File: src/rtl/boq_axil_master.sv
// Single-outstanding AXI4-Lite master: turns one cmd_* request into an AW/W/B or AR/R exchange
// and returns the result on rsp_*. Define BOQ_AXIL_MASTER_TIMEOUT_EN to enable the watchdog.
module boq_axil_master #(
    parameter int          C_M_AXI_ADDR_WIDTH = 32,
    parameter logic [31:0] C_BASE_ADDRESS     = 32'h0000_0000,
    parameter int          C_TIMEOUT_CYCLES   = 1024
) (
    input  logic                          clk,
    input  logic                          reset,

    input  logic                          cmd_valid,
    output logic                          cmd_ready,
    input  logic                          cmd_rnw,
    input  logic [C_M_AXI_ADDR_WIDTH-1:0] cmd_addr,
    input  logic [31:0]                   cmd_wdata,

    output logic                          rsp_valid,
    input  logic                          rsp_ready,
    output logic [31:0]                   rsp_rdata,
    output logic [1:0]                    rsp_resp,

    output logic [C_M_AXI_ADDR_WIDTH-1:0] M_AXI_AWADDR,
    output logic                          M_AXI_AWVALID,
    input  logic                          M_AXI_AWREADY,
    output logic [31:0]                   M_AXI_WDATA,
    output logic [3:0]                    M_AXI_WSTRB,
    output logic                          M_AXI_WVALID,
    input  logic                          M_AXI_WREADY,
    input  logic [1:0]                    M_AXI_BRESP,
    input  logic                          M_AXI_BVALID,
    output logic                          M_AXI_BREADY,
    output logic [C_M_AXI_ADDR_WIDTH-1:0] M_AXI_ARADDR,
    output logic                          M_AXI_ARVALID,
    input  logic                          M_AXI_ARREADY,
    input  logic [31:0]                   M_AXI_RDATA,
    input  logic [1:0]                    M_AXI_RRESP,
    input  logic                          M_AXI_RVALID,
    output logic                          M_AXI_RREADY
);

    localparam logic [2:0] S_IDLE  = 3'd0;
    localparam logic [2:0] S_WADDR = 3'd1;
    localparam logic [2:0] S_WRESP = 3'd2;
    localparam logic [2:0] S_RADDR = 3'd3;
    localparam logic [2:0] S_RDATA = 3'd4;
    localparam logic [2:0] S_RESP  = 3'd5;

    localparam logic [C_M_AXI_ADDR_WIDTH-1:0] L_BASE = C_M_AXI_ADDR_WIDTH'(C_BASE_ADDRESS);

    logic [2:0]                    r_state;
    logic                          r_cmd_ready;
    logic                          r_awvalid;
    logic                          r_wvalid;
    logic                          r_bready;
    logic                          r_arvalid;
    logic                          r_rready;
    logic                          r_rsp_valid;
    logic [31:0]                   r_rsp_rdata;
    logic [1:0]                    r_rsp_resp;
    logic [C_M_AXI_ADDR_WIDTH-1:0] r_addr;
    logic [31:0]                   r_wdata;

    logic w_phase_done;
    logic w_timeout;

    // NOTE: every variable assigned in always_comb gets a default first, so no path infers a latch.
    always_comb begin
        w_phase_done = 1'b0;
        case (r_state)
            S_WADDR: w_phase_done = (!r_awvalid || M_AXI_AWREADY) && (!r_wvalid || M_AXI_WREADY);
            S_WRESP: w_phase_done = M_AXI_BVALID;
            S_RADDR: w_phase_done = M_AXI_ARREADY;
            S_RDATA: w_phase_done = M_AXI_RVALID;
            default: w_phase_done = 1'b0;
        endcase
    end

`ifdef BOQ_AXIL_MASTER_TIMEOUT_EN
    localparam int L_TCNT_W = $clog2(C_TIMEOUT_CYCLES + 1);

    logic [L_TCNT_W-1:0] r_tcount;
    logic                w_waiting;

    assign w_waiting = (r_state == S_WADDR) || (r_state == S_WRESP) ||
                       (r_state == S_RADDR) || (r_state == S_RDATA);
    assign w_timeout = w_waiting && (r_tcount == L_TCNT_W'(C_TIMEOUT_CYCLES - 1));

    always_ff @(posedge clk) begin
        if (reset) begin
            r_tcount <= '0;
        end else if (r_state == S_IDLE) begin
            r_tcount <= '0;
        end else if (w_waiting) begin
            r_tcount <= r_tcount + 1'b1;
        end
    end
`else
    assign w_timeout = 1'b0;
`endif

    // NOTE: state registers use non-blocking assignments only; a later assignment in the same
    // block deliberately overrides an earlier one (the watchdog branch below relies on this).
    always_ff @(posedge clk) begin
        if (reset) begin
            r_state     <= S_IDLE;
            r_cmd_ready <= 1'b0;
            r_awvalid   <= 1'b0;
            r_wvalid    <= 1'b0;
            r_bready    <= 1'b0;
            r_arvalid   <= 1'b0;
            r_rready    <= 1'b0;
            r_rsp_valid <= 1'b0;
            r_rsp_rdata <= 32'h0;
            r_rsp_resp  <= 2'b00;
        end else begin
            case (r_state)
                S_IDLE: begin
                    if (r_cmd_ready && cmd_valid) begin
                        r_cmd_ready <= 1'b0;
                        if (cmd_rnw) begin
                            r_arvalid <= 1'b1;
                            r_state   <= S_RADDR;
                        end else begin
                            r_awvalid <= 1'b1;
                            r_wvalid  <= 1'b1;
                            r_state   <= S_WADDR;
                        end
                    end else begin
                        r_cmd_ready <= 1'b1;
                    end
                end
                S_WADDR: begin
                    // AW and W retire independently; each VALID falls after its own handshake.
                    if (M_AXI_AWREADY) r_awvalid <= 1'b0;
                    if (M_AXI_WREADY)  r_wvalid  <= 1'b0;
                    if (w_phase_done) begin
                        r_bready <= 1'b1;
                        r_state  <= S_WRESP;
                    end
                end
                S_WRESP: begin
                    if (M_AXI_BVALID) begin
                        r_bready    <= 1'b0;
                        r_rsp_resp  <= M_AXI_BRESP;
                        r_rsp_rdata <= 32'h0;
                        r_rsp_valid <= 1'b1;
                        r_state     <= S_RESP;
                    end
                end
                S_RADDR: begin
                    if (M_AXI_ARREADY) begin
                        r_arvalid <= 1'b0;
                        r_rready  <= 1'b1;
                        r_state   <= S_RDATA;
                    end
                end
                S_RDATA: begin
                    if (M_AXI_RVALID) begin
                        r_rready    <= 1'b0;
                        r_rsp_resp  <= M_AXI_RRESP;
                        r_rsp_rdata <= M_AXI_RDATA;
                        r_rsp_valid <= 1'b1;
                        r_state     <= S_RESP;
                    end
                end
                S_RESP: begin
                    if (rsp_ready) begin
                        r_rsp_valid <= 1'b0;
                        r_cmd_ready <= 1'b1;
                        r_state     <= S_IDLE;
                    end
                end
                default: r_state <= S_IDLE;
            endcase

            // A handshake completing on the expiry cycle wins, so the slave never sees a lost beat.
            if (w_timeout && !w_phase_done) begin
                r_awvalid   <= 1'b0;
                r_wvalid    <= 1'b0;
                r_bready    <= 1'b0;
                r_arvalid   <= 1'b0;
                r_rready    <= 1'b0;
                r_rsp_resp  <= 2'b10;
                r_rsp_rdata <= 32'hDEAD_BEEF;
                r_rsp_valid <= 1'b1;
                r_state     <= S_RESP;
            end
        end
    end

    // NOTE: the address/data holding registers carry no reset; they are only observed while a
    // VALID that is itself reset is high, so leaving them out keeps the reset tree small.
    always_ff @(posedge clk) begin
        if (r_state == S_IDLE && r_cmd_ready && cmd_valid) begin
            r_addr  <= cmd_addr | L_BASE;
            r_wdata <= cmd_wdata;
        end
    end

    assign cmd_ready     = r_cmd_ready;
    assign rsp_valid     = r_rsp_valid;
    assign rsp_rdata     = r_rsp_rdata;
    assign rsp_resp      = r_rsp_resp;

    assign M_AXI_AWADDR  = r_addr;
    assign M_AXI_AWVALID = r_awvalid;
    assign M_AXI_WDATA   = r_wdata;
    assign M_AXI_WSTRB   = 4'hF;
    assign M_AXI_WVALID  = r_wvalid;
    assign M_AXI_BREADY  = r_bready;
    assign M_AXI_ARADDR  = r_addr;
    assign M_AXI_ARVALID = r_arvalid;
    assign M_AXI_RREADY  = r_rready;

endmodule

File: config.mk
export PLATFORM = sky130hd
export DESIGN_NAME = boq_axil_master
export DESIGN_NICKNAME = d
export VERILOG_FILES = /design/src/rtl/boq_axil_master.sv
export SDC_FILE = /design/constraint.sdc
export NUM_CORES = 1
export LEC_CHECK = 0
export CAP_MARGIN = 5
export CORE_MARGIN = 3
export CORE_UTILIZATION = 40
export DETAILED_ROUTE_END_ITERATION = 8
export PLACE_DENSITY = 0.84
export REMOVE_ABC_BUFFERS = 1
export SYNTH_ARGS = -nofsm -noshare
export SYNTH_HDL_FRONTEND = slang
export SYNTH_SLANG_ARGS = --single-unit
File: constraint.sdc
create_clock -name clk -period 12.7 [get_ports clk]
set_input_delay 2.54 -clock clk [delete_from_list [all_inputs] [get_ports clk]]
set_output_delay 2.54 -clock clk [all_outputs]
set_load 0.02 [all_outputs]
; Word level (Yosys, flattened, before mapping)
; Index checks and enable logic that the tools add are counted.
[op_classes]
n_eq_ne = 15
muxes = 38
n_reduce_logical = 25
[ops]
columns = operator, n
row1 = 2-to-1 mux 32 bit, 2
row2 = one-hot mux 32 bit (2 select lines), 1
row3 = "!= test 2 bit, second input constant", 10
row4 = 2-to-1 mux 3 bit, 6
row5 = one-hot mux 3 bit (6 select lines), 1
row6 = 2-to-1 mux 1 bit, 16
row7 = AND reduction 4 bit, 4
row8 = one-hot mux 1 bit (2 select lines), 6
row9 = nonzero test 2 bit, 6
row10 = AND reduction 3 bit, 3
row11 = "equality test 3 x 2 -> 1 bit, second input constant", 2
row12 = "equality test 3 bit, second input constant", 2
row13 = 2-to-1 mux 2 bit, 3
row14 = AND reduction 6 bit, 1
row15 = logical AND 1 bit, 4
row16 = one-hot mux 1 bit (4 select lines), 1
row17 = one-hot mux 2 bit (2 select lines), 1
row18 = "equality test 3 x 1 -> 1 bit, second input constant", 1
row19 = logical NOT 3 bit, 1
row20 = one-hot mux 1 bit (3 select lines), 1
row21 = nonzero test 3 bit, 1
row22 = logical NOT 1 bit, 2
row23 = logical OR 1 bit, 2
row24 = AND reduction 2 bit, 1
[totals]
output_inout_bits = 141
word_cells = 90
inputBits = 110
regBits = 108

; Depth between registers and ports, before layout
; Gate-level depths: netlist (run 1).
[logic_depth]
word_depth = 6
ltp_mapped = 7
mapped_depth_nobuf = 4

; Worst setup path after synthesis (run 1)
; OpenSTA, ideal clock, no wires.
[synth_path]
kind = input to register
start = in cmd_valid
end = reg r_awvalid (netlist: M_AXI_AWVALID)
path_buffers = 0
path_stages = 4
setup_slack_ps = 6860
t_required_ps = 12603
setup_ps = 97
t_arrival_ps = 5743
cell_sequence = nand3b_1 -> nor3_2 -> nand2b_1 -> a221oi_1
[synth_between]
elab_chain_len = 3
[synth_rtl]
columns = item, line_no
row1 = "start, declared", 11  ; input logic cmd_valid,
row2 = logical AND 1 bit, 118  ; if (r_cmd_ready && cmd_valid) begin
row3 = != test 2 bit (no line), --
row4 = AND reduction 4 bit (no line), --
row5 = "end signal, assigned", 107  ; r_awvalid <= 1'b0;
row6 = "end signal, assigned", 124  ; r_awvalid <= 1'b1;
row7 = "end signal, assigned", 134  ; if (M_AXI_AWREADY) r_awvalid <= 1'b0;
row8 = "end, declared", 52  ; logic r_awvalid;
; No other way between the ends.
; A chain may end at the register's enable or synchronous reset.

; Final worst setup path (run 1)
[layout_path]
start = in M_AXI_RVALID
end = reg r_rsp_rdata[4] (netlist: rsp_rdata[4])
[layout_between]
elab_chain_len = 2
[layout_rtl]
columns = item, line_no
row1 = "start, declared", 37  ; input logic M_AXI_RVALID,
row2 = != test 2 bit (no line), --
row3 = AND reduction 3 bit (no line), --
row4 = "end signal, assigned", 113  ; r_rsp_rdata <= 32'h0;
row5 = "end signal, assigned", 145  ; r_rsp_rdata <= 32'h0;
row6 = "end signal, assigned", 161  ; r_rsp_rdata <= M_AXI_RDATA;
row7 = "end, declared", 58  ; logic [31:0] r_rsp_rdata;
; No other way between the ends.

==> results of run 1 <==
[power breakdown]
part | total (uW) | switching, uW | internal, uW | leakage, uW
clock | 234 | 109 | 125 | 0.000119
sequential | 480 | 39.9 | 440 | 0.000945
combinational | 356 | 188 | 169 | 0.00121
total | 1070 | 336 | 734 | 0.00227
[final cells by class]
class,count,area [um2],area share [%]
timing repair buffer,248,2477,37.89
inverter,4,15.01,0.2297
multi-input combinational,130,844.6,12.92
tap,133,166.4,2.545
clock buffer,13,162.7,2.488
clock inverter,3,68.82,1.053
sequential,108,2803,42.87
[how the worst max path moves through the flow]
| stage | from | endpoint | slack (ps) |
|---|---|---|---|
| final | M_AXI_RVALID | rsp_rdata[4]$_SDFFE_PP0P_ | 8520 |
| after global routing | M_AXI_RVALID | rsp_rdata[17]$_SDFFE_PP0P_ | 8390 |
| after CTS | cmd_valid | M_AXI_ARVALID$_SDFFE_PP0P_ | 8550 |
| after detailed placement | cmd_valid | M_AXI_ARVALID$_SDFFE_PP0P_ | 8170 |
| after global placement | cmd_valid | M_AXI_ARVALID$_SDFFE_PP0P_ | 8230 |
| after floorplan | cmd_valid | M_AXI_AWVALID$_SDFFE_PP0P_ | 6860 |
[per-stage QoR]
stage | utilization (%) | setup WS, ps | area (um2) | hold slack [ps] | instances
6_report | 66.58 | 8525 | 6538 | 481.8 | 639
5_1_grt | 66.58 | 8387 | 6538 | 515.0 | 639
4_1_cts | 66.58 | 8549 | 6538 | 482.0 | 639
3_5_place_dp | 64.22 | 8168 | 6306 | 470.0 | 623
3_3_place_gp | 64.22 | 8227 | 6306 | 467.3 | 623
2_1_floorplan | - | 6861 | 3656 | 541.5 | 242
[critical path: cells and delay by family]
family,cells,cell delay [ps]
compound gates,1,230
simple gates,2,1110
buf+inv,1,570
[registers in the layout (all words and copies together) (netlist names)]
register and count:
M_AXI_ARADDR 32, M_AXI_WVALID 1, r_state 3, M_AXI_RREADY 1, M_AXI_WDATA 32, M_AXI_ARVALID 1
rsp_resp 2, cmd_ready 1, rsp_valid 1, M_AXI_AWVALID 1, M_AXI_BREADY 1, rsp_rdata 32
[routing by layer]
metal  global-route usage (%)  vias to the layer above  part of all wire (%)
li1                         -                     1436                     -
met1                    19.92                     1446                    34
met2                    34.35                      169                    54
met3                    7.345                       13                   9.8
met4                    5.936                        0                   1.9
met5                        0                        -                     0
[cell usage in the layout (no fill, tap or decap), drive strengths merged, types with 2 or more instances in the layout]
cell type,n
a21o,2
nor2b,2
edfxtp,64
a221oi,2
a311oi,3
nand2b,2
a21oi,7
buf,2
mux2i,2
dfxtp,44
bufinv,2
clkdlybuf4s50,246
nor3,5
o21bai,2
o21ai,2
nand2,6
clkbuf,13
inv,4
a22oi,32
nor2,37
mux2,2
nor4b,2
and2b,2
nand3,3
conb,4
and3b,3
[logic make-up after synthesis]
logic type / after synthesis
AOI/OAI and AO/OA: 55
buffers and inverters: 57
DFF: 108
muxes: 4
other: 1
and+or+nand+nor: 67
[synth_stat cells, types with 2 or more instances]
library cell and n:
edfxtp_1 64, dfxtp_1 44, buf_4 37, nor2_1 37, a22oi_1 28, a21oi_1 7, clkbuf_1 6, nand2_1 6
buf_6 5, a22oi_2 4, inv_1 4, a311oi_1 3, nand3_1 3, nor3_1 3, a21o_1 2, a221oi_1 2
and3b_1 2, clkbuf_8 2, mux2_2 2, mux2i_1 2, nand2b_1 2, nor2b_1 2, nor3_2 2, nor4b_1 2
o21bai_1 2
==> flow_metrics.py, run 1 <==
metrics = {
    "run_status": {
        "status": "finished clean",
    },
    "clocking": {
        "cts-buffers-inserted": 9,
        "cts.reportedPaths.clkPinSlew_ps": 100,
        "h-tree-depth": 3,
        "worstSkewPairLatency_ps": 350,
        "postCtsHoldBufs": 0,
        "cts_tree": "done",
        "postCtsResizedCells": 0,
        "clock-sinks": 108,
        "clk_path_buf_depth": 2,
        "cts_root_buf": "clkbuf_8",
        "postCtsSetupBuffers": 0,
    },
    "timing": {
        "rsz0062_at_grt": "false",
        "tns_ps": 0,
        "drv_slew": 0,
        "final_hold_viol_count": 0,
        "worst_pin_slew_ps": 1198,
        "layout_min_cycle_time_ps": 4175,
        "finalCritPeriodShare_pct": 32.88,
        "setup_viol": 0,
        "fin_skew_ps": 10.23,
        "slew_headroom_pct": 20.16,
        "max_freq_ghz": 0.2395,
    },
    "critical_path": {
        "cp-end-kind": "register",
        "arrival_ps": 4460,
        "cpPeakStageDelay_ps": 960,
        "critPathKind": "input port to register",
        "reg2reg_slack_ps": 10150,
        "critPathLaunchType": "input port",
        "worstPathCellList": "clkdlybuf4s50_1 -> and2_1 -> a22oi_1 -> nor2_1",
        "slowest_stage": "and2_1",
        "reg2reg_depth": 4,
        "r2r_start": "r_state[2]$_SDFFE_PP0P_",
        "worstPathMaxFanout": 32,
        "worstReg2RegEnd": "rsp_rdata[4]$_SDFFE_PP0P_",
        "required_ps": 12980,
    },
    "detailed_routing": {
        "firstDrtPassIters": 5,
        "drtIter0Drc": 190,
        "avgRoutedWirePerCell_um": 17.79,
        "vias_per_cell": 4.795,
        "drc_errors": 0,
        "routed_wl_um": 11370,
        "num_vias": 3064,
        "ant_nets": 0,
    },
    "power": {
        "p_total_uw": 1070,
        "power.density_nw_per_um2": 163.7,
        "p_leak_uw": 0.002271,
        "peakVddDrop_uv": 65.86,
    },
    "logic_synthesis": {
        "synth_top_family_by_area": "compound AO/OA/AOI/OAI gates",
        "yosys.area_share.simple_pct": 8.614,
        "postSynthCellCount": 292,
        "postSynth.asyncResetShare_pct": 0,
        "ys_seq_area_share_pct": 69.16,
        "synth_largest_area_cell": "edfxtp_1",
        "synth_top_area_share_pct": 47.42,
        "synthTopCellsByArea": "edfxtp_1, dfxtp_1, buf_4",
        "ys_ff_latch": 108,
        "synth_area_um2": 4053,
        "synth_ff_type": "edfxtp_1",
        "synth_area_per_cell_um2": 13.88,
        "yosysWarningCount": 0,
        "muxShareOfSynthArea_pct": 1.050,
        "synth_xor_area_share_pct": 0,
        "synth_edf_count": 64,
        "synth_cell_types": 44,
        "synth-compound-area-share_pct": 10.65,
        "synthAdderAreaFrac_pct": 0,
    },
    "floorplan": {
        "initial_core_util_pct": 41.27,
        "row_count": 36,
        "ios": 251,
        "design.die.area_um2": 11380,
        "die_y_um": 106.7,
        "core_area_um2": 9819,
        "fp.dieW_um": 106.7,
    },
    "grt": {
        "antenna_found_initial": 0,
        "grt_pass1_wl_um": 16420,
        "grt_use_total_pct": 18.85,
        "grt_pass1_vias": 3097,
        "gr-total-overflow": 0,
        "grt_max_degree": 66,
    },
    "finish": {
        "drive_gt1_share_pct": 5.929,
        "diodes": 0,
        "n_fill_cell": 768,
        "area_growth_pct": 61.32,
        "nets": 611,
    },
    "hold_path": {
        "hold_depth": 2,
        "min_to": "M_AXI_WVALID$_SDFFE_PP0P_",
        "hold_path_startpoint": "M_AXI_WVALID$_SDFFE_PP0P_",
        "hp-class": "register to register",
    },
    "job": {
        "drv_cap": 0,
    },
    "place": {
        "place.port_buffers": 246,
        "gp_congestion": 0.8102,
        "dp_hpwl_um": 8825,
    },
}
Power figures use the tool's default switching activity.
==> inputs of run 2 (changes only) <==
Settings changed: CORE_UTILIZATION 40 to 33, PLACE_DENSITY 0.84 to 0.74.
Clock period 12.7 ns to 3.83 ns, I/O delays scaled along.
==> run 2 against run 1 <==
Hold slack better by 17 ps. Sequential share of layout area down 0.74 points. Cell area up 1.8%. Combinational power rose to 3.3 times the previous value. Power rose to 3.5 times the previous value. Clock skew down 5.2 ps. Critical endpoint is now rsp_resp[1]$_SDFFE_PP0P_. Largest cell class unchanged. Largest power group unchanged.
==> flow_metrics.py, run 2 (same netlist as run 1, synthesis figures left out) <==
metrics = {
    "run_status": {
        "status": "finished clean",
    },
    "finish": {
        "n_fill_cell": 965,
        "multi_input_area_um2": 844.6,
        "layout_commonest_cell": "clkdlybuf4s50_1",
        "fin_cells": 650,
        "finish.instance_area_um2": 6653,
        "nets": 612,
        "final-seq-area_um2": 2803,
        "area_growth_pct": 64.16,
        "diodes": 0,
        "drive_gt1_share_pct": 6.312,
        "final_cell_mix": "clkdlybuf4s50_1, edfxtp_1, dfxtp_1, nor2_1, a22oi_1",
    },
    "critical_path": {
        "cpPeakStageDelay_ps": 770,
        "worstPathMaxFanout": 34,
        "arrival_ps": 2580,
        "required_ps": 4050,
        "slowest_stage": "o21ai_4",
        "critPathLaunchType": "input port",
        "worstPathCellList": "clkdlybuf4s50_1 -> and3b_1 -> o21ai_4 -> mux2i_1 -> nor2_1",
        "critPathKind": "input port to register",
        "cp-end-kind": "register",
    },
    "clocking": {
        "postCtsResizedCells": 0,
        "cts.reportedPaths.clkPinSlew_ps": 70,
        "cts_tree": "done",
        "clock-sinks": 108,
        "worstSkewPairLatency_ps": 340,
        "postCtsHoldBufs": 0,
        "cts-buffers-inserted": 9,
        "postCtsSetupBuffers": 0,
        "clk_path_buf_depth": 2,
        "h-tree-depth": 3,
        "cts_root_buf": "clkbuf_16",
    },
    "power": {
        "combPwrFrac_pct": 31.7,
        "power.density_nw_per_um2": 563.9,
        "clkPwrFrac_pct": 26.0,
        "swShare_pct": 30.80,
        "power_frac_seq_pct": 42.2,
        "peakVddDrop_uv": 219.2,
        "internal-power_uw": 2596,
        "p_leak_uw": 0.002313,
        "p_sw_uw": 1155,
    },
    "floorplan": {
        "ios": 251,
        "fp.dieW_um": 116.8,
        "row_count": 39,
        "core_area_um2": 11710,
        "design.die.area_um2": 13650,
        "initial_core_util_pct": 34.60,
        "die_y_um": 116.8,
    },
    "timing": {
        "slew_headroom_pct": 35.11,
        "drv_slew": 0,
        "max_freq_ghz": 0.4232,
        "setup_viol": 0,
        "final_hold_viol_count": 0,
        "fin_ws_ps": 1467,
        "fin_skew_ps": 5.000,
        "finalCritPeriodShare_pct": 61.70,
        "worst_pin_slew_ps": 969.7,
        "layout_min_cycle_time_ps": 2363,
        "rsz0062_at_grt": "false",
    },
    "grt": {
        "grt_max_degree": 61,
        "grt_use_total_pct": 15.47,
        "grt_pass1_wl_um": 15960,
        "grt_pass1_vias": 3021,
        "gr-total-overflow": 0,
        "antenna_found_initial": 0,
    },
    "detailed_routing": {
        "ant_nets": 0,
        "drtIter0Drc": 214,
        "firstDrtPassIters": 4,
        "num_vias": 3081,
        "avgRoutedWirePerCell_um": 17.20,
        "drc_errors": 0,
        "vias_per_cell": 4.740,
        "routed_wl_um": 11180,
    },
    "place": {
        "dp_hpwl_um": 8528,
        "gp_congestion": 0.7895,
        "dpl-instance-area_um2": 6339,
        "place.port_buffers": 246,
        "place_ws_ps": 1087,
        "dp.cells": 634,
    },
    "job": {
        "drv_cap": 0,
    },
    "hold_path": {
        "hp-class": "register to register",
    },
}
## run 2: cell type report
cell class,count,area share [%]
Multi-Input combinational cell,130,12.70
Clock inverter,7,1.335
Timing Repair Buffer,249,37.54
Tap cell,143,2.689
Sequential cell,108,42.13
Inverter,4,0.2257
Clock buffer,9,3.385
## run 2: power by group through the flow
stage                     Combinational, uW  Clock [uW]  Sequential [uW]
final                                  1190         976             1580
after global routing                   1270        1050             1610
after floorplan                         280           0             1880
after detailed placement               1200           0             1610
after global placement                 1180           0             1600
after CTS                              1200        1010             1590
## run 2: final timing paths
kind | from | cells past startpoint | end | slack (ps)
worst max-delay path | M_AXI_RVALID | 5 | rsp_resp[1]$_SDFFE_PP0P_ | 1470
worst min register to register | M_AXI_AWVALID$_SDFFE_PP0P_ | 2 | M_AXI_AWVALID$_SDFFE_PP0P_ | 500
worst min-delay path | M_AXI_AWVALID$_SDFFE_PP0P_ | 2 | M_AXI_AWVALID$_SDFFE_PP0P_ | 500
worst max register to register | r_state[2]$_SDFFE_PP0P_ | 4 | rsp_resp[1]$_SDFFE_PP0P_ | 1640
## run 2: metrics by stage
step	hold WS (ps)	utilization [%]	power, uW	TNS, ps
floorplan	541.5	-	2159	-5477
global placement	473.8	54.12	2779	0
detailed placement	482.5	54.12	2812	0
CTS	498.5	56.81	3800	0
global route	529.6	56.81	3924	0
finish	498.6	56.81	3751	0
## run 2: critical path, delay by kind of cell
kind | cells | cell delay, ps
AO/OA/AOI/OAI | 1 | 770
buffers and inverters | 1 | 480
multiplexers | 1 | 260
AND/OR/NAND/NOR | 2 | 300
## run 2: per-layer routing
| layer | global-route usage, % | share of wire [%] | wire, um | up-vias |
|---|---|---|---|---|
| met5 | 0 | 0 | 0 | - |
| met4 | 6.116 | 1.9 | 207 | 0 |
| met3 | 6.324 | 11 | 1221 | 12 |
| met2 | 27.57 | 53 | 5960 | 177 |
| met1 | 16.23 | 34 | 3791 | 1457 |
| li1 | - | - | - | 1435 |
==> inputs of run 3 (changes only) <==
Settings changed: CORE_UTILIZATION 33 to 37, PLACE_DENSITY 0.74 to 0.79.
Clock period 3.83 ns to 2.45 ns, I/O delays scaled along.
==> run 3 against run 2 <==
Die area shrank 10%. Cell area down 0.81%. Sequential share of layout area is 0.34 points higher. Cell count down 0.31%. Routed wire length down 2.0%. Power increased by 46%. Critical path type is now register to register. Critical path depth shrank 1.
==> flow_metrics.py, run 3 (same netlist as run 1, synthesis figures left out) <==
metrics = {
    "run_status": {
        "status": "finished clean",
    },
    "finish": {
        "layout_commonest_cell": "clkdlybuf4s50_1",
        "n_fill_cell": 806,
        "final_cell_mix": "clkdlybuf4s50_1, edfxtp_1, dfxtp_1, nor2_1, a22oi_1",
        "fin_cells": 648,
        "multi_input_area_um2": 844.6,
        "area_growth_pct": 62.83,
        "final-seq-area_um2": 2803,
        "utilization_pct": 62.79,
        "drive_gt1_share_pct": 7.227,
        "nets": 617,
        "diodes": 0,
    },
    "place": {
        "place.port_buffers": 246,
        "place_ws_ps": 348.3,
        "gp_congestion": 0.8141,
        "dp.cells": 632,
        "dp_hpwl_um": 8573,
    },
    "timing": {
        "final_hold_viol_count": 0,
        "drv_slew": 0,
        "finalCritPeriodShare_pct": 77.17,
        "fin_ws_ps": 559.4,
        "layout_min_cycle_time_ps": 1891,
        "worst_pin_slew_ps": 665.4,
        "setup_viol": 0,
        "fin_skew_ps": 8.540,
        "fin_hold_ws_ps": 494.6,
        "rsz0062_at_grt": "false",
        "slew_headroom_pct": 55.58,
        "max_freq_ghz": 0.5289,
    },
    "grt": {
        "antenna_found_initial": 0,
        "gr-total-overflow": 0,
        "grt_pass1_vias": 3103,
        "grt_max_degree": 46,
        "grt_pass1_wl_um": 16740,
        "grt_use_total_pct": 17.31,
    },
    "detailed_routing": {
        "routed_wl_um": 10960,
        "firstDrtPassIters": 4,
        "num_vias": 3042,
        "ant_nets": 0,
        "drc_errors": 0,
        "vias_per_cell": 4.694,
        "drtIter0Drc": 119,
        "avgRoutedWirePerCell_um": 16.91,
    },
    "clocking": {
        "postCtsResizedCells": 0,
        "clk_path_buf_depth": 2,
        "cts_tree": "done",
        "cts_root_buf": "clkbuf_8",
        "postCtsSetupBuffers": 0,
        "h-tree-depth": 3,
        "cts.reportedPaths.clkPinSlew_ps": 100,
        "cts-buffers-inserted": 9,
        "clock-sinks": 108,
        "postCtsHoldBufs": 0,
        "worstSkewPairLatency_ps": 350,
    },
    "critical_path": {
        "required_ps": 2720,
        "cp-end-kind": "register",
        "critPathKind": "register to register",
        "reg2reg_depth": 4,
        "worstPathMaxFanout": 18,
        "critPathLaunchType": "register",
        "arrival_ps": 2160,
    },
    "floorplan": {
        "initial_core_util_pct": 38.56,
        "ios": 251,
        "core_area_um2": 10510,
        "die_y_um": 110.7,
        "fp.dieW_um": 110.7,
        "design.die.area_um2": 12240,
        "row_count": 37,
    },
    "power": {
        "power.density_nw_per_um2": 831.9,
        "p_total_uw": 5489,
        "peakVddDrop_uv": 409.5,
        "p_leak_uw": 0.002300,
    },
    "hold_path": {
        "hold_depth": 2,
        "hp-class": "register to register",
    },
    "job": {
        "drv_cap": 0,
    },
}
## run 3: changes by cell type in the layout (fill, tap and decap cells not counted)
cell / previous run / this run
clkinvlp_4: 0 / 1
clkinv_4: 0 / 1
clkbuf_16: 9 / 1
bufinv_16: 2 / 0
clkbuf_2: 0 / 1
clkinvlp_2: 2 / 0
clkbuf_8: 0 / 11
buf_12: 1 / 3
buf_4: 2 / 5
clkinv_2: 2 / 0
## run 3: stage by stage
stage | setup TNS (ps) | area, um2
floorplan | -84630 | 3656
global placement | 0 | 6392
detailed placement | 0 | 6392
CTS | 0 | 6599
global route | 0 | 6599
finish | 0 | 6599
## run 3: critical path, stage by stage, from the launching register on
cell      delay [ps]
dfxtp_1          760
inv_1            280
nor3_1           410
a21oi_1          120
a311oi_1         230
## run 3: per-layer routing
| metal | GRT usage [%] | vias up | part of all wire [%] |
|---|---|---|---|
| met1 | 18.76 | 1422 | 37 |
| met4 | 5.829 | 0 | 2.1 |
| met3 | 4.476 | 14 | 7.0 |
| met2 | 32.48 | 159 | 54 |
| li1 | - | 1447 | - |
| met5 | 0 | - | 0 |
## run 3: final timing paths
kind	startpoint	end	slack, ps
worst max-delay path	r_state[0]$_SDFFE_PP0P_	M_AXI_BREADY$_SDFFE_PP0P_	560
worst min-delay path	M_AXI_AWVALID$_SDFFE_PP0P_	M_AXI_AWVALID$_SDFFE_PP0P_	490
worst max register to register	r_state[0]$_SDFFE_PP0P_	M_AXI_BREADY$_SDFFE_PP0P_	560
worst min register to register	M_AXI_AWVALID$_SDFFE_PP0P_	M_AXI_AWVALID$_SDFFE_PP0P_	490
## run 3: cell type report
type,instances,area share (%)
Multi-Input combinational cell,130,12.80
Inverter,4,0.2275
Sequential cell,108,42.47
Clock inverter,3,0.3792
Tap cell,136,2.579
Clock buffer,13,2.749
Timing Repair Buffer,254,38.79
## run 3: power breakdown
group          internal [uW]  leakage, uW  switching [uW]
Clock                    499     0.000104             592
Combinational            950      0.00125             992
Sequential              2270     0.000945             184
Total                   3720      0.00230            1770
